## config.mk

```make
export PLATFORM = sky130hd
export DESIGN_NAME = ddr3_user_port_arbiter
export DESIGN_NICKNAME = d
export VERILOG_FILES = /design/src/rtl/ddr3_user_port_arbiter.sv
export SDC_FILE = /design/constraint.sdc
export NUM_CORES = 1
export LEC_CHECK = 0
export BUFFER_PORTS_ARGS = -buffer_cell sky130_fd_sc_hd__buf_2
export CAP_MARGIN = 20
export CORE_MARGIN = 5
export CORE_UTILIZATION = 50
export CTS_BUF_LIST = sky130_fd_sc_hd__clkbuf_8
export CTS_CLUSTER_SIZE = 12
export DETAILED_ROUTE_END_ITERATION = 8
export PLACE_DENSITY_LB_ADDON = 0.25
export SYNTH_ARGS = -nofsm -noshare
export SYNTH_HDL_FRONTEND = slang
export SYNTH_SLANG_ARGS = --single-unit
```

## constraint.sdc

```tcl
create_clock -name clk -period 2.4 [get_ports clk]
set_input_delay 0 -clock clk [delete_from_list [all_inputs] [get_ports clk]]
set_output_delay 0 -clock clk [all_outputs]
set_load 0.01 [all_outputs]
```

## src/rtl/ddr3_user_port_arbiter.sv

```systemverilog
// Two-port round-robin arbiter in front of the DDR3 controller user interface.
// Holds the enable until the controller confirms, then returns read data tagged with the port id.
module ddr3_user_port_arbiter #(
  parameter int unsigned ADDRESS_BITWIDTH      = 15,
  parameter int unsigned BANK_ADDRESS_BITWIDTH = 3,
  parameter int unsigned DQ_BITWIDTH           = 8,
  parameter int unsigned STATE_BITWIDTH        = 5,
  parameter int unsigned STATE_WRITE_DATA      = 8,
  parameter int unsigned STATE_READ_DATA       = 11,
  parameter int unsigned READ_DATA_DELAY       = 4,
  parameter int unsigned TIMEOUT_CYCLES        = 1023
) (
  input  logic                                              clk,
  input  logic                                              resetn,
  input  logic                                              a_valid,
  input  logic                                              a_write,
  input  logic [BANK_ADDRESS_BITWIDTH+ADDRESS_BITWIDTH-1:0] a_address,
  input  logic [DQ_BITWIDTH-1:0]                            a_wdata,
  output logic                                              a_ready,
  input  logic                                              b_valid,
  input  logic                                              b_write,
  input  logic [BANK_ADDRESS_BITWIDTH+ADDRESS_BITWIDTH-1:0] b_address,
  input  logic [DQ_BITWIDTH-1:0]                            b_wdata,
  output logic                                              b_ready,
  output logic                                              rsp_valid,
  output logic                                              rsp_id,
  output logic [DQ_BITWIDTH-1:0]                            rsp_data,
  output logic                                              write_enable,
  output logic                                              read_enable,
  output logic [BANK_ADDRESS_BITWIDTH+ADDRESS_BITWIDTH-1:0] i_user_data_address,
  output logic [DQ_BITWIDTH-1:0]                            data_to_ram,
  input  logic [DQ_BITWIDTH-1:0]                            data_from_ram,
  input  logic [STATE_BITWIDTH-1:0]                         main_state,
  output logic                                              busy,
  output logic                                              timeout_error
);

  localparam int unsigned TimeoutW = $clog2(TIMEOUT_CYCLES + 1);
  localparam int unsigned DelayW   = $clog2(READ_DATA_DELAY + 1);

  localparam logic [TimeoutW-1:0]       TimeoutLast = TimeoutW'(TIMEOUT_CYCLES - 1);
  localparam logic [DelayW-1:0]         DelayLast   = DelayW'(READ_DATA_DELAY - 1);
  localparam logic [STATE_BITWIDTH-1:0] StateWrite  = STATE_BITWIDTH'(STATE_WRITE_DATA);
  localparam logic [STATE_BITWIDTH-1:0] StateRead   = STATE_BITWIDTH'(STATE_READ_DATA);

  typedef enum logic [1:0] {StIdle, StIssue, StWaitData, StRespond} state_e;

  state_e              state_q;
  logic                last_grant_q;  // 0 = A, 1 = B
  logic                id_q;
  logic [TimeoutW-1:0] wait_cnt_q;
  logic [DelayW-1:0]   delay_cnt_q;
  logic                grant_a;
  logic                grant_b;
  logic                grant_write;

  // On a tie the port that was not granted last wins.
  always_comb begin
    grant_a     = a_valid & (~b_valid | last_grant_q);
    grant_b     = b_valid & (~a_valid | ~last_grant_q);
    grant_write = grant_b ? b_write : a_write;
  end

  assign busy = (state_q != StIdle);

  always_ff @(posedge clk or negedge resetn) begin
    if (!resetn) begin
      state_q             <= StIdle;
      last_grant_q        <= 1'b1;
      id_q                <= 1'b0;
      wait_cnt_q          <= '0;
      delay_cnt_q         <= '0;
      a_ready             <= 1'b0;
      b_ready             <= 1'b0;
      rsp_valid           <= 1'b0;
      rsp_id              <= 1'b0;
      rsp_data            <= '0;
      write_enable        <= 1'b0;
      read_enable         <= 1'b0;
      i_user_data_address <= '0;
      data_to_ram         <= '0;
      timeout_error       <= 1'b0;
    end else begin
      a_ready   <= 1'b0;
      b_ready   <= 1'b0;
      rsp_valid <= 1'b0;
      unique case (state_q)
        StIdle: begin
          if (grant_a || grant_b) begin
            a_ready             <= grant_a;
            b_ready             <= grant_b;
            id_q                <= grant_b;
            last_grant_q        <= grant_b;
            i_user_data_address <= grant_b ? b_address : a_address;
            data_to_ram         <= grant_b ? b_wdata : a_wdata;
            write_enable        <= grant_write;
            read_enable         <= ~grant_write;
            wait_cnt_q          <= '0;
            state_q             <= StIssue;
          end
        end
        StIssue: begin
          wait_cnt_q <= wait_cnt_q + 1'b1;
          // Confirmation takes priority over a timeout on the same cycle.
          if (write_enable && (main_state == StateWrite)) begin
            write_enable <= 1'b0;
            state_q      <= StIdle;
          end else if (read_enable && (main_state == StateRead)) begin
            read_enable <= 1'b0;
            delay_cnt_q <= '0;
            state_q     <= StWaitData;
          end else if (wait_cnt_q == TimeoutLast) begin
            timeout_error <= 1'b1;
            write_enable  <= 1'b0;
            read_enable   <= 1'b0;
            state_q       <= StIdle;
          end
        end
        StWaitData: begin
          delay_cnt_q <= delay_cnt_q + 1'b1;
          if (delay_cnt_q == DelayLast) begin
            rsp_data  <= data_from_ram;
            rsp_id    <= id_q;
            rsp_valid <= 1'b1;
            state_q   <= StRespond;
          end
        end
        StRespond: begin
          state_q <= StIdle;
        end
        default: begin
          state_q <= StIdle;
        end
      endcase
    end
  end

endmodule
```

# Yosys cells after proc, flatten, opt, wreduce, memory -nomap -nowiden
# Cells that the tools add are included.
# classes
n_eq_ne,15
bitwise_logic,10
addsub,2
mux,29
n_reduce_logical,15
# ops
op,n
$pmux 10 s2,1
$mux 18,1
$mux 1,14
$reduce_and 4->1,3
$add 10x1->10 const B,1
$eq 10x10->1 const B,1
$eq 5x4->1 const B,2
$mux 10,1
$mux 2,5
$ne 3x3->1 const B,3
$mux 8,1
$ne 2x2->1 const B,4
$pmux 2 s4,1
$mux 3,2
$not 1->1,6
$pmux 3 s2,1
$reduce_and 2->1,3
$reduce_and 3->1,2
$reduce_bool 2->1,3
$eq 2x2->1 const B,2
$ne 4x4->1 const B,1
$pmux 1 s2,2
$add 3x1->3 const B,1
$eq 3x2->1 const B,1
other kinds (6),9
# word_totals
output_inout_bits,42
wordCells,86
in_bits,71
ff_bits,58

# Longest topological paths before layout
# Gate-level depths: netlist of run 1.
# logic_depth
depth_word,7
depth_mapped,6
depth_no_buf,6

# Least setup slack after synthesis of run 1
# No wires, ideal clock.
# synth_path
path_kind,reg2reg
from,reg delay_cnt_q[0]
to,reg rsp_data[0]
t_arrival_ps,1312
setup_ps,128
path_buffers,1
t_required_ps,2272
setup_slack_ps,961
stages_incl_launch_ff,6
path_cell_list,dfrtp_1 -> ha_1 -> ha_1 -> nand2_1 -> buf_4 -> mux2_1
# synth_between
elab_chain_cells,2
# synth_rtl
element,line_no,source
start: declaration,52,logic [DelayW-1:0] delay_cnt_q;
start signal: assignment,120,delay_cnt_q <= delay_cnt_q + 1'b1;
$eq 3x2->1,121,if (delay_cnt_q == DelayLast) begin
$reduce_and 2->1 (no source line),--,
end signal: assignment,122,rsp_data <= data_from_ram;
end: declaration,27,"output logic [DQ_BITWIDTH-1:0] rsp_data,"
# Every way passes these cells.
# A chain may end at the register's enable or synchronous reset.

# Final worst setup path of run 1
# layout_path
from,in b_valid
to,reg i_user_data_address[5]
# layout_between
elab_chain_cells,5
# layout_rtl
element,line_no,source
start: declaration,20,"input logic b_valid,"
$not 1->1,59,grant_a = a_valid & (~b_valid | last_grant_q);
$or 1x1->1,59,
$and 1x1->1,59,
$logic_or 1x1->1,89,if (grant_a || grant_b) begin
$reduce_and 2->1 (no source line),--,
end signal: assignment,94,i_user_data_address <= grant_b ? b_address : a_address;
end: declaration,30,"output logic [BANK_ADDRESS_BITWIDTH+ADDRESS_BITWIDTH-1:0] i_user_data_address,"
# Several ways; a longest one is shown, not always the timed one.

==> impl_metrics.env, run 1 <==
export IMPL_status="complete, no violations"
export IMPL_viasPerCell=5.391
export IMPL_cap_viol_max_count=0
export IMPL_cts_tree="yes"
export IMPL_place_hpwl_um=4726
export IMPL_yosysWarnings=0
export IMPL_grt_max_degree=39
export IMPL_drive_above_1_share_pct=31.96
export IMPL_worstPathMaxFanout=27
export IMPL_ys_seq_area_share_pct=53.40
export IMPL_regArea_mm2=0.001453
export IMPL_drt_pre_antenna_iters=5
export IMPL_clock_fmax_ghz=0.4627
export IMPL_syn_area_per_cell_um2=10.58
export IMPL_final_setup_viol_count=0
export IMPL_cp_arrival_ns=2.34
export IMPL_relSlewSlack_pct=37.52
export IMPL_antenna_found_initial=1
export IMPL_slew_violations=0
export IMPL_async_flop_share_pct=100.0
export IMPL_drc=0
export IMPL_path_delay_family="buffers and inverters"
export IMPL_required_ns=2.58
export IMPL_synthFlopType="dfrtp_1"
export IMPL_io_pins=113
export IMPL_slowest_stage="dlygate4sd3_1"
export IMPL_layout_nets=508
export IMPL_core_area_mm2=0.005205
export IMPL_synth_distinct_cells=43
export IMPL_syn_cell_area_mm2=0.002720
export IMPL_numCtsBuffers=9
export IMPL_crit_path_frequent_cell="dlygate4sd3_1"
export IMPL_crit_path_end_kind="flip-flop"
export IMPL_netlist_instances=257
export IMPL_worst_slew_pin_slew_ns=0.9336
export IMPL_gr_usage_all_layers_pct=26.24
export IMPL_ys_ff_latch=58
export IMPL_gp_congestion=0.8091
export IMPL_clkSinkCount=58
export IMPL_synth_edf_count=0
export IMPL_hold_class="input pin to flip-flop"
export IMPL_fill_cells=288
export IMPL_rsz0062_at_grt="false"
export IMPL_critPathKind="input pin to flip-flop"
export IMPL_fin_crit_ns=2.161
export IMPL_root_buffer="clkbuf_8"
export IMPL_finalPower_mw=3.908
export IMPL_drtIter0Drc=189
export IMPL_area_delta_synth_final_pct=52.67
export IMPL_worstPathBufferInverterCount=4
export IMPL_setup_tns_ns=0
export IMPL_ant_nets=0
export IMPL_power_density_mw_per_mm2=941.0
export IMPL_grt_pass1_vias=2772
export IMPL_post_dp_cell_area_mm2=0.003302
export IMPL_clock_skew_final_ns=0.008538
export IMPL_die_area_mm2=0.007015
export IMPL_drt_total_wl_um=8878
export IMPL_min_period_over_period_pct=90.05
export IMPL_post_drt_wl_per_cell_um=17.44
export IMPL_synthesis_nets=332
export IMPL_final_hold_worst_slack_ns=0.05477
export IMPL_hold_violations=0
export IMPL_num_vias=2744
export IMPL_rows=26
export IMPL_peakVddDrop_mv=0.6922
export IMPL_worstSkewPairLatency_ns=0.33
export IMPL_htreeDepth=3
export IMPL_leakage_nw=2.097
export IMPL_crit_chain="dlygate4sd3_1 > buf_2 > a21boi_4 > buf_4 > mux2i_1 > dlygate4sd3_1 > o21ai_1"
export IMPL_multiInputGateArea_mm2=0.001141
export IMPL_clock_path_buffers=2
export IMPL_start_kind="input pin"
export IMPL_grt_overflow=0
export IMPL_io_buffers=112
export IMPL_start_util_pct=52.26
export IMPL_clk_pin_slew_ns=0.07
export IMPL_stdcell_area_mm2=0.004153
export IMPL_die_y_um=83.76
export IMPL_die_w_um=83.76
export IMPL_slowest_delay_ns=0.61
export IMPL_grt_pass1_wl_um=14630
==> cell usage in the layout (no fill, tap or decap), drive strengths merged, types with 2 or more instances in the layout <==
cell type	n
buf	116
dlygate4sd3	63
dfrtp	57
o21ai	42
nand2	34
mux2i	27
nor2	16
clkbuf	9
mux2	8
inv	8
a21oi	7
nand3	7
nand4	5
ha	4
and3	3
clkinv	3
o21bai	2
a221oi	2
nor3	2
clkinvlp	2
bufinv	2
==> kinds of logic after synthesis <==
kind of cell / synth area share, %
mux: 13.25
buf+inv: 5.198
fa+ha+maj: 1.840
simple gates: 12.60
compound gates: 13.71
flops: 53.40
==> sequential cells by signal (all words and copies together) (netlist names), 3 cells and up, named ones only <==
signal / flops
i_user_data_address: 18
data_to_ram: 8
wait_cnt_q: 10
rsp_data: 8
delay_cnt_q: 3
==> layout make-up <==
type,instances,area share [%]
flip-flops and latches,58,34.98
clock buffers,9,2.983
multi-input cells,177,27.48
repair buffers,179,29.41
inverters,8,0.7231
diodes,1,0.06026
well taps,70,2.109
clock inverters,7,2.260
==> what timing repair did <==
action / CTS / global route
buffers inserted: 0 / 0
endpoints found under the hold margin: 57 / 0
gates resized for setup: 0 / 0
hold buffers: 63 / 0
==> per-layer routing <==
layer / vias to the layer above / GRT usage (%) / share of wire [%] / wire (um)
met3: 25 / 8.687 / 8.2 / 726
met2: 154 / 44.25 / 51 / 4559
met4: 0 / 10.82 / 3.3 / 296
met5: - / 0 / 0 / 0
met1: 1305 / 30.62 / 37 / 3295
li1: 1260 / - / - / -
==> tightest hold or removal path, cell delays in order <==
cell and delay [ns]:
buf_2 0.08, mux2i_1 0.06, nor2_1 0.14, a311oi_1 0.07
==> Yosys cell counts, types with 2 or more instances <==
library cell / instances / area share, %
a221oi_1: 2 / 0.64
nand2_1: 34 / 4.7
o21ai_1: 37 / 6.8
nor2_2: 2 / 0.46
dfrtp_1: 57 / 52
nor3_1: 2 / 0.37
clkbuf_1: 4 / 0.55
and3_1: 3 / 0.69
buf_4: 4 / 1.1
nand3_1: 7 / 1.3
nor2_1: 14 / 1.9
o21bai_1: 2 / 0.55
mux2i_1: 27 / 9.9
mux2_1: 8 / 3.3
buf_12: 2 / 1.5
ha_1: 4 / 1.8
nand4_1: 5 / 1.1
buf_2: 3 / 0.55
inv_1: 7 / 0.97
a21oi_1: 7 / 1.3
o21ai_0: 4 / 0.74
==> where the power goes <==
group	switching, mW	internal (mW)
registers	0.237	1.29
clock network	0.419	0.582
logic	0.770	0.605
total	1.43	2.48
==> metrics by stage <==
step | utilization (%) | setup WS (ns) | std cells
finish | 79.78 | 0.2389 | 509
global placement | 63.44 | 0.7352 | 429
CTS | 79.74 | 0.3359 | 508
global route | 79.78 | 0.1637 | 509
floorplan | - | 0.9605 | 257
detailed placement | 63.44 | 0.6600 | 429
==> worst paths after layout <==
kind / endpoint / slack [ns] / cells past startpoint / start
worst min-delay path: read_enable / 0.05 / 4 / a_write
max in group asynchronous: i_user_data_address[15] / 1.56 / 3 / resetn
worst min register to register: timeout_error / 0.47 / 1 / timeout_error
worst max register to register: i_user_data_address[5] / 0.27 / 5 / last_grant_q
worst max-delay path: i_user_data_address[5] / 0.24 / 7 / b_valid
min in group asynchronous: rsp_data[2] / 0.18 / 2 / resetn
Note: power is estimated with default switching activity, not from simulation.
==> inputs of run 2 (changes only) <==
clock period = 2.3 ns   (was 2.4 ns; I/O delays follow)
==> run 2 against run 1 <==
Compared with the run above: hold slack worse by 0.0068 ns; utilization increased by 0.26 points; sequential power grew 5%; largest power group unchanged.
==> impl_metrics.env, run 2 (synthesis gave the netlist of run 1 again) <==
export IMPL_ant_nets=0
export IMPL_p_sw_mw=1.450
export IMPL_gp_congestion=0.8088
export IMPL_io_buffers=112
export IMPL_grt_max_degree=59
export IMPL_core_area_mm2=0.005205
export IMPL_die_area_mm2=0.007015
export IMPL_n_antenna_cell=0
export IMPL_antenna_found_initial=0
export IMPL_largest_registers="i_user_data_address x18, wait_cnt_q x10"
export IMPL_required_ns=2.51
export IMPL_drt_pre_antenna_iters=4
export IMPL_crit_chain="dlygate4sd3_1 > buf_2 > a21boi_4 > buf_4 > mux2i_1 > dlygate4sd3_1 > o21ai_1"
export IMPL_clock_fmax_ghz=0.4688
export IMPL_start_kind="input pin"
export IMPL_pwr_share_clk_pct=23.7
export IMPL_cts_tree="yes"
export IMPL_root_buffer="clkbuf_8"
export IMPL_clock_skew_final_ns=0.004149
export IMPL_final_setup_viol_count=0
export IMPL_crit_path_frequent_cell="dlygate4sd3_1"
export IMPL_clock_path_buffers=2
export IMPL_cap_viol_max_count=0
export IMPL_clkSinkCount=58
export IMPL_hold_violations=0
export IMPL_internal_power_mw=2.598
export IMPL_die_y_um=83.76
export IMPL_cts_repair_resized=0
export IMPL_cp_arrival_ns=2.34
export IMPL_clk_pin_slew_ns=0.06
export IMPL_crit_path_end_kind="flip-flop"
export IMPL_slew_violations=0
export IMPL_die_w_um=83.76
export IMPL_io_pins=113
export IMPL_fin_crit_ns=2.133
export IMPL_largest_reg_flops=18
export IMPL_layout_nets=510
export IMPL_slowest_stage="dlygate4sd3_1"
export IMPL_comb_power_share_pct=36.8
export IMPL_path_delay_family="buffers and inverters"
export IMPL_setup_tns_ns=0
export IMPL_drt_total_wl_um=9058
export IMPL_rows=26
export IMPL_layout_commonest_cell="buf_2"
export IMPL_power_share_sequential_pct=39.5
export IMPL_worstPathBufferInverterCount=4
export IMPL_critPathKind="input pin to flip-flop"
export IMPL_htreeDepth=3
export IMPL_grt_pass1_wl_um=14430
export IMPL_worstPathMaxFanout=27
export IMPL_min_period_over_period_pct=92.74
export IMPL_relSlewSlack_pct=52.09
export IMPL_viasPerCell=5.393
export IMPL_worstSkewPairLatency_ns=0.33
export IMPL_place_hpwl_um=4568
export IMPL_rsz0062_at_grt="false"
export IMPL_drive_above_1_share_pct=31.66
export IMPL_gr_usage_all_layers_pct=25.90
export IMPL_peakVddDrop_mv=0.6022
export IMPL_drc=0
export IMPL_switching_share_pct=35.81
export IMPL_hold_class="input pin to flip-flop"
export IMPL_worst_slew_pin_slew_ns=0.7186
export IMPL_grt_pass1_vias=2864
export IMPL_area_delta_synth_final_pct=53.17
export IMPL_numCtsBuffers=9
export IMPL_fin_util_pct=80.05
export IMPL_layout_common_cells="112 x buf_2, 64 x dlygate4sd3_1, 57 x dfrtp_1, 37 x o21ai_1, 34 x nand2_1"
export IMPL_post_drt_wl_per_cell_um=17.80
export IMPL_power_density_mw_per_mm2=971.6
export IMPL_finalPower_mw=4.048
export IMPL_leakage_nw=2.115
export IMPL_drtIter0Drc=258
export IMPL_num_vias=2745
export IMPL_grt_overflow=0
export IMPL_status="complete, no violations"
export IMPL_slowest_delay_ns=0.62
export IMPL_final_hold_worst_slack_ns=0.04792
export IMPL_start_util_pct=52.26
export IMPL_regMostFlops="i_user_data_address"
==> run 2: path summary, 6_finish.rpt <==
path	from	endpoint	slack, ns	depth (start not counted)
worst min-delay path	a_write	read_enable	0.05	4
max in group asynchronous	resetn	wait_cnt_q[5]	1.46	3
worst max-delay path	b_valid	i_user_data_address[15]	0.17	7
worst min register to register	timeout_error	timeout_error	0.48	1
min in group asynchronous	resetn	rsp_data[6]	0.37	3
worst max register to register	last_grant_q	i_user_data_address[15]	0.19	5
==> run 2: power by group through the flow <==
stage	sequential [mW]	clock (mW)	combinational (mW)
2_1_floorplan	1.66	0	0.671
3_3_place_gp	1.56	0	1.20
3_5_place_dp	1.57	0	1.23
4_1_cts	1.55	0.971	1.39
5_1_grt	1.62	1.02	1.62
6_report	1.60	0.960	1.49
==> run 2: what timing repair did <==
| item | 4_1_cts | 5_1_grt |
|---|---|---|
| hold endpoints to repair | 93 | 0 |
| hold buffers | 64 | 0 |
| buffers inserted | 0 | 0 |
==> run 2: worst reg2reg max path, cell delays in order (launching register included) <==
cell,delay (ns)
dfstp_2,0.40
a21boi_4,0.16
buf_4,0.41
mux2i_1,0.34
dlygate4sd3_1,0.62
o21ai_1,0.07
==> run 2: cell type report <==
| class | instances | area, um^2 |
|---|---|---|
| repair buffers | 181 | 1251 |
| clock inverters | 3 | 38.79 |
| clock buffers | 12 | 165.2 |
| well taps | 70 | 87.58 |
| flip-flops and latches | 58 | 1453 |
| inverters | 8 | 30.03 |
| fillers | 291 | 1039 |
| multi-input cells | 177 | 1141 |
==> run 2: metrics by stage <==
stage / cells / cell area, um^2 / setup slack (ns)
after detailed placement: 429 / 3302 / 0.5582
after global routing: 509 / 4167 / 0.09936
final: 509 / 4167 / 0.1669
after CTS: 508 / 4146 / 0.2304
after floorplan: 257 / 2720 / 0.8605
after global placement: 429 / 3302 / 0.6396
==> run 2: layer usage <==
layer / track usage (%) / vias up / part of all wire [%]
met5: 0 / - / 0
met4: 12.87 / 0 / 3.1
met3: 5.627 / 30 / 6.1
met2: 44.69 / 127 / 52
met1: 30.27 / 1326 / 39
li1: - / 1262 / -
